## config.mk

```make
export PLATFORM = sky130hd
export DESIGN_NAME = booth_sequencer
export DESIGN_NICKNAME = d
export VERILOG_FILES = /design/src/rtl/booth_pkg.sv /design/src/rtl/booth_sequencer.sv
export SDC_FILE = /design/constraint.sdc
export NUM_CORES = 1
export LEC_CHECK = 0
export ABC_CLOCK_PERIOD_IN_PS = 1650
export CAP_MARGIN = 20
export CORE_MARGIN = 2
export CORE_UTILIZATION = 43
export DETAILED_ROUTE_END_ITERATION = 10
export PLACE_DENSITY = 0.85
export SETUP_SLACK_MARGIN = 0.3
export SLEW_MARGIN = 15
export SYNTH_ARGS = -nofsm -noshare
export SYNTH_HDL_FRONTEND = slang
export SYNTH_SLANG_ARGS = --single-unit
```

## constraint.sdc

```tcl
create_clock -name clk -period 1.65 [get_ports clk]
set_clock_uncertainty 0.05 [all_clocks]
set_input_delay 0.33 -clock clk [delete_from_list [all_inputs] [get_ports clk]]
set_output_delay 0.33 -clock clk [all_outputs]
set_load 0.03 [all_outputs]
```

## src/rtl/booth_pkg.sv

```systemverilog
// Shared definitions for the Booth multiplier datapath and its sequencer:
// enable codes, sequencer state encoding and default sizing.
package booth_pkg;

  localparam int unsigned DEFAULT_WIDTH      = 8;
  localparam int unsigned DEFAULT_RUN_CYCLES = 8;

  localparam logic [2:0] ENABLE_NOP        = 3'b000;
  localparam logic [2:0] ENABLE_INITIALIZE = 3'b001;
  localparam logic [2:0] ENABLE_LOAD_Q     = 3'b010;
  localparam logic [2:0] ENABLE_LOAD_M     = 3'b011;
  localparam logic [2:0] ENABLE_RUN        = 3'b100;
  localparam logic [2:0] ENABLE_STORE_A    = 3'b101;
  localparam logic [2:0] ENABLE_STORE_Q    = 3'b110;

  typedef enum logic [3:0] {
    S_IDLE,
    S_INIT,
    S_LDQ,
    S_LDM,
    S_RUN,
    S_STA,
    S_STQ,
    S_CAPQ,
    S_DONE
  } seq_state_t;

  function automatic logic [2:0] enable_for(input seq_state_t s);
    logic [2:0] code;
    code = ENABLE_NOP;
    case (s)
      S_INIT:  code = ENABLE_INITIALIZE;
      S_LDQ:   code = ENABLE_LOAD_Q;
      S_LDM:   code = ENABLE_LOAD_M;
      S_RUN:   code = ENABLE_RUN;
      S_STA:   code = ENABLE_STORE_A;
      S_STQ:   code = ENABLE_STORE_Q;
      default: code = ENABLE_NOP;
    endcase
    return code;
  endfunction

endpackage

```

## src/rtl/booth_sequencer.sv

```systemverilog
// Control stage for the Booth datapath: takes an operand pair, walks booth through
// INITIALIZE/LOAD/RUN/STORE and returns the {A,Q} product on a valid/ready output.
module booth_sequencer
  import booth_pkg::*;
#(
  parameter int unsigned WIDTH      = DEFAULT_WIDTH,
  parameter int unsigned RUN_CYCLES = DEFAULT_RUN_CYCLES
) (
  input  logic               clk,
  input  logic               rst,
  input  logic               in_valid,
  output logic               in_ready,
  input  logic [WIDTH-1:0]   in_multiplicand,
  input  logic [WIDTH-1:0]   in_multiplier,
  output logic               out_valid,
  input  logic               out_ready,
  output logic [2*WIDTH-1:0] out_product,
  output logic [2:0]         booth_enable,
  output logic [WIDTH-1:0]   booth_inbus,
  input  logic [WIDTH-1:0]   booth_outbus,
  output logic               busy
);

  localparam logic [3:0] RUN_LAST = 4'(RUN_CYCLES - 1);

  seq_state_t       state;
  seq_state_t       next_state;
  logic             accept;
  logic [WIDTH-1:0] op_m;
  logic [WIDTH-1:0] op_q;
  logic [3:0]       run_cnt;

  always_comb begin
    next_state = state;
    accept     = 1'b0;
    case (state)
      S_IDLE: begin
        if (in_valid && in_ready) begin
          accept     = 1'b1;
          next_state = S_INIT;
        end
      end
      S_INIT:  next_state = S_LDQ;
      S_LDQ:   next_state = S_LDM;
      S_LDM:   next_state = S_RUN;
      S_RUN:   if (run_cnt == RUN_LAST) next_state = S_STA;
      S_STA:   next_state = S_STQ;
      S_STQ:   next_state = S_CAPQ;
      S_CAPQ:  next_state = S_DONE;
      S_DONE:  if (out_ready) next_state = S_IDLE;
      default: next_state = S_IDLE;
    endcase
  end

  always_ff @(posedge clk or posedge rst) begin
    if (rst) state <= S_IDLE;
    else     state <= next_state;
  end

  // Outputs are registered from next_state so each one lines up with the state it belongs to.
  always_ff @(posedge clk or posedge rst) begin
    if (rst) begin
      op_m         <= '0;
      op_q         <= '0;
      run_cnt      <= '0;
      out_product  <= '0;
      booth_enable <= ENABLE_NOP;
      booth_inbus  <= '0;
      out_valid    <= 1'b0;
      in_ready     <= 1'b1;
      busy         <= 1'b0;
    end else begin
      if (accept) begin
        op_m <= in_multiplicand;
        op_q <= in_multiplier;
      end
      run_cnt <= (state == S_RUN) ? run_cnt + 4'd1 : '0;
      if (state == S_STQ)  out_product[2*WIDTH-1:WIDTH] <= booth_outbus;
      if (state == S_CAPQ) out_product[WIDTH-1:0]       <= booth_outbus;
      booth_enable <= enable_for(next_state);
      booth_inbus  <= (next_state == S_LDQ) ? op_q :
                      (next_state == S_LDM) ? op_m : '0;
      out_valid    <= (next_state == S_DONE);
      in_ready     <= (next_state == S_IDLE);
      busy         <= (next_state != S_IDLE);
    end
  end

endmodule

```

==> results.md <==
* Status: finished, violations left
* Failing checks: setup timing
* Routed WL per cell at 16.99 µm
* Cells after DPL at 280
* # setup viols final at 1
* Vias at 1,540
* Ys Warns at 0
* Reg2reg end: op_m[4]
* Total congestion overflow at 0
* Share of cells above drive strength 1 at 52.74%
* Initial antenna violation count at 0
* Cell count along the critical path at 3
* Setup TNS at -0.002084 ns
* Cell Chain, Critical Path: or2_4, or3_4, mux2_4
* Worst-Skew Late Latency at 0.31 ns
* CTS max path bufs at 2
* Critical path's top delay family: simple AND/OR/NAND/NOR gates
* Antenna Nets Post-Route at 0
* Core Rows at 25
* Worst Setup Slack, final at -0.002084 ns
* Power Total at 0.006372 W
* CP max FO at 5
* CTS clk-pin slew, worst paths at 0.09 ns
* Sequential Area at 1354 µm²
* Die W at 75.05 µm
* Final period util at 100.1%
* Worst EP arrival at 1.80 ns
* FF+latch count, synth at 54
* Required time of the critical path at 1.80 ns
* Final hold violation count at 0
* F_max at 605.3 MHz
* Starting density of the core at 45.36%
* Ports at 58
* Worst Hold Class: in -> async
* Total GRT Usage at 18.71%
* Cells on worst reg2reg path at 3
* DRC errors left at 0
* Area Growth Syn to Fin at 48.07%
* Worst r2r src: state[3]
* Wire length of the first global-routing pass at 7707 µm
* Pwr dens at 1982 nW/µm²
* Die height at 75.05 µm
* FILL cells at 348
* Via/cell ratio at 5.066
* Slew @ Worst Pin at 0.3059 ns
* Multi-input logic area at 987.2 µm²
* Unrepaired setup endpoints after global routing: true
* Crit path from: state[3]
* CP peak stage delay at 0.46 ns
* Slowest-stage cell, CP: or3_4
* WL final at 5166 µm
* Avg Inst Size Synth at 14.57 µm²
* Detailed Route Iter0 Violations at 138
* Synth Cell Area at 2171 µm²
* Max-Cap Viols at 0
* Filler-free cell count of the finished design at 304
* Critical Path End: op_m[4]
* CTS tree: yes
* Peak VDD IR at 0.8925 mV
* Synthesized net count at 178
* ANT cells at 0
* Dpl hpwl at 2952 µm
* Sequential fraction of the synthesis area at 62.31%
* Vias in the first global route at 1,548
* H-tree Lvls at 2
* Crit path launch type: flip-flop
* Buf/Inv on CP at 0
* Pre-Repair DR Iteration Count at 4
* Final min period at 1.652 ns
* CTS buffer count at 5
* CORE AREA at 4786 µm²
* Post-synth cell types at 29
* Buffers on Ports at 57
* CTS sink count at 54
* Placer Congestion at 0.8191
* Reg2Reg Setup Slack at -0.002 ns
* Clock tree root buffer cell: clkbuf_8
* Leak at 1.559 nW
* CP endpoint kind: flip-flop
* Nets at 266
* Largest net degree at the start of global routing at 55
* Slew HR at 79.42%
* Hold Buf Count CTS at 0
* Synth Instances at 149
* Die Area at 5633 µm²
* Critical Setup Path Class: reg -> reg
* Max Slew Vio Count at 0
[layout by cell type (no fill, tap or decap), types with 2 or more instances in the layout]
cell type,n
a22oi_1,6
a22oi_2,2
buf_12,2
buf_2,29
buf_4,16
buf_6,9
clkbuf_8,5
clkdlybuf4s50_1,27
clkinv_2,2
dfrtp_1,52
inv_1,2
mux2_4,32
nand2_1,4
nand3_4,2
nand3b_1,2
nor2_1,10
nor2_4,4
nor2b_4,2
or2_4,2
or3_4,4
[cell families after synthesis]
kind of cell | Yosys count | synth area share, %
compound gates | 14 | 5.360
xor+xnor | 3 | 1.211
fa+ha+maj | 1 | 0.5763
buf+inv | 11 | 3.285
flops | 54 | 62.31
mux | 32 | 19.37
simple gates | 34 | 7.897
[layout make-up]
| type | count | share of cell area [%] |
|---|---|---|
| clock buffers | 5 | 2.141 |
| clock inverters | 2 | 0.3114 |
| inverters | 4 | 0.5839 |
| multi-input cells | 88 | 30.71 |
| flip-flops and latches | 54 | 42.12 |
| well taps | 67 | 2.608 |
| repair buffers | 84 | 21.53 |
[worst register-to-register path, delay by kind of cell, from the launching register on]
| family | cells | cell delay (ns) |
|---|---|---|
| flops | 1 | 0.45 |
| mux | 1 | 0.32 |
| simple gates | 2 | 0.73 |
[flip-flops by register name, summed over array words and instances, names as in the netlist]
name,flops
state,4
out_product,16
run_cnt,4
in_ready,1
op_q,8
busy,1
booth_enable,3
booth_inbus,8
out_valid,1
op_m,8
[synth_stat cells]
master / instances / share of area [%]
and2_1: 1 / 0.29
mux2_2: 16 / 8.3
or4b_2: 1 / 0.46
dfstp_2: 1 / 1.2
nand3b_1: 2 / 0.69
a2bb2oi_1: 1 / 0.40
o21a_1: 1 / 0.35
a22oi_1: 8 / 2.8
dfrtp_1: 53 / 61
mux2_4: 16 / 11
xor2_1: 1 / 0.40
buf_6: 4 / 2.1
a21oi_1: 1 / 0.23
xnor2_1: 2 / 0.81
o2111ai_1: 1 / 0.40
nor3_1: 2 / 0.46
or3_4: 1 / 0.52
a221oi_2: 1 / 0.69
nor2b_1: 3 / 0.86
clkbuf_1: 3 / 0.52
nor4_1: 1 / 0.29
ha_1: 1 / 0.58
inv_1: 4 / 0.69
or2_2: 1 / 0.29
nand2_1: 5 / 0.86
or2_1: 1 / 0.29
nor2_1: 14 / 2.4
nand3_1: 2 / 0.46
o2111a_1: 1 / 0.52
[power breakdown]
group          switching, W  total (W)  leakage (nW)  internal [W]
Clock              0.000409   0.000695        0.0438      0.000286
Combinational       0.00175    0.00343         0.844       0.00168
Sequential         0.000337    0.00225         0.671       0.00191
[routing by layer]
| layer | GRT usage (%) | vias up | wire length, µm |
|---|---|---|---|
| met5 | 0 | - | 0 |
| met4 | 5.357 | 0 | 54 |
| met3 | 5.890 | 8 | 326 |
| met2 | 31.29 | 58 | 2572 |
| met1 | 23.45 | 778 | 2212 |
| li1 | - | 696 | - |
[through the flow]
stage | util, % | worst slack (ns) | hold WS [ns] | area [µm²]
finish | 67.16 | -0.002084 | 0.3788 | 3214
global route | 67.16 | -0.02631 | 0.4124 | 3214
CTS | 65.65 | 0.03595 | 0.3907 | 3142
detailed placement | 60.76 | -0.2766 | 0.4104 | 2908
global placement | 60.76 | -0.2438 | 0.3936 | 2908
floorplan | - | -0.1415 | 0.3474 | 2181
[worst min path at each step]
stage,start,slack [ns],end,cells past startpoint
final,rst,0.38,out_product[8],3
after global routing,rst,0.41,out_valid,3
after CTS,rst,0.39,out_product[8],3
after detailed placement,run_cnt[0],0.41,run_cnt[0],1
after global placement,run_cnt[0],0.39,run_cnt[0],1
after floorplan,rst,0.35,booth_enable[0],1
[timing repair]
action	CTS	global route
gates cloned	3	1
resized for setup	144	67
setup endpoints to repair	70	64
setup buffers	6	7
pin swaps	9	10
Power figures use the tool's default switching activity.
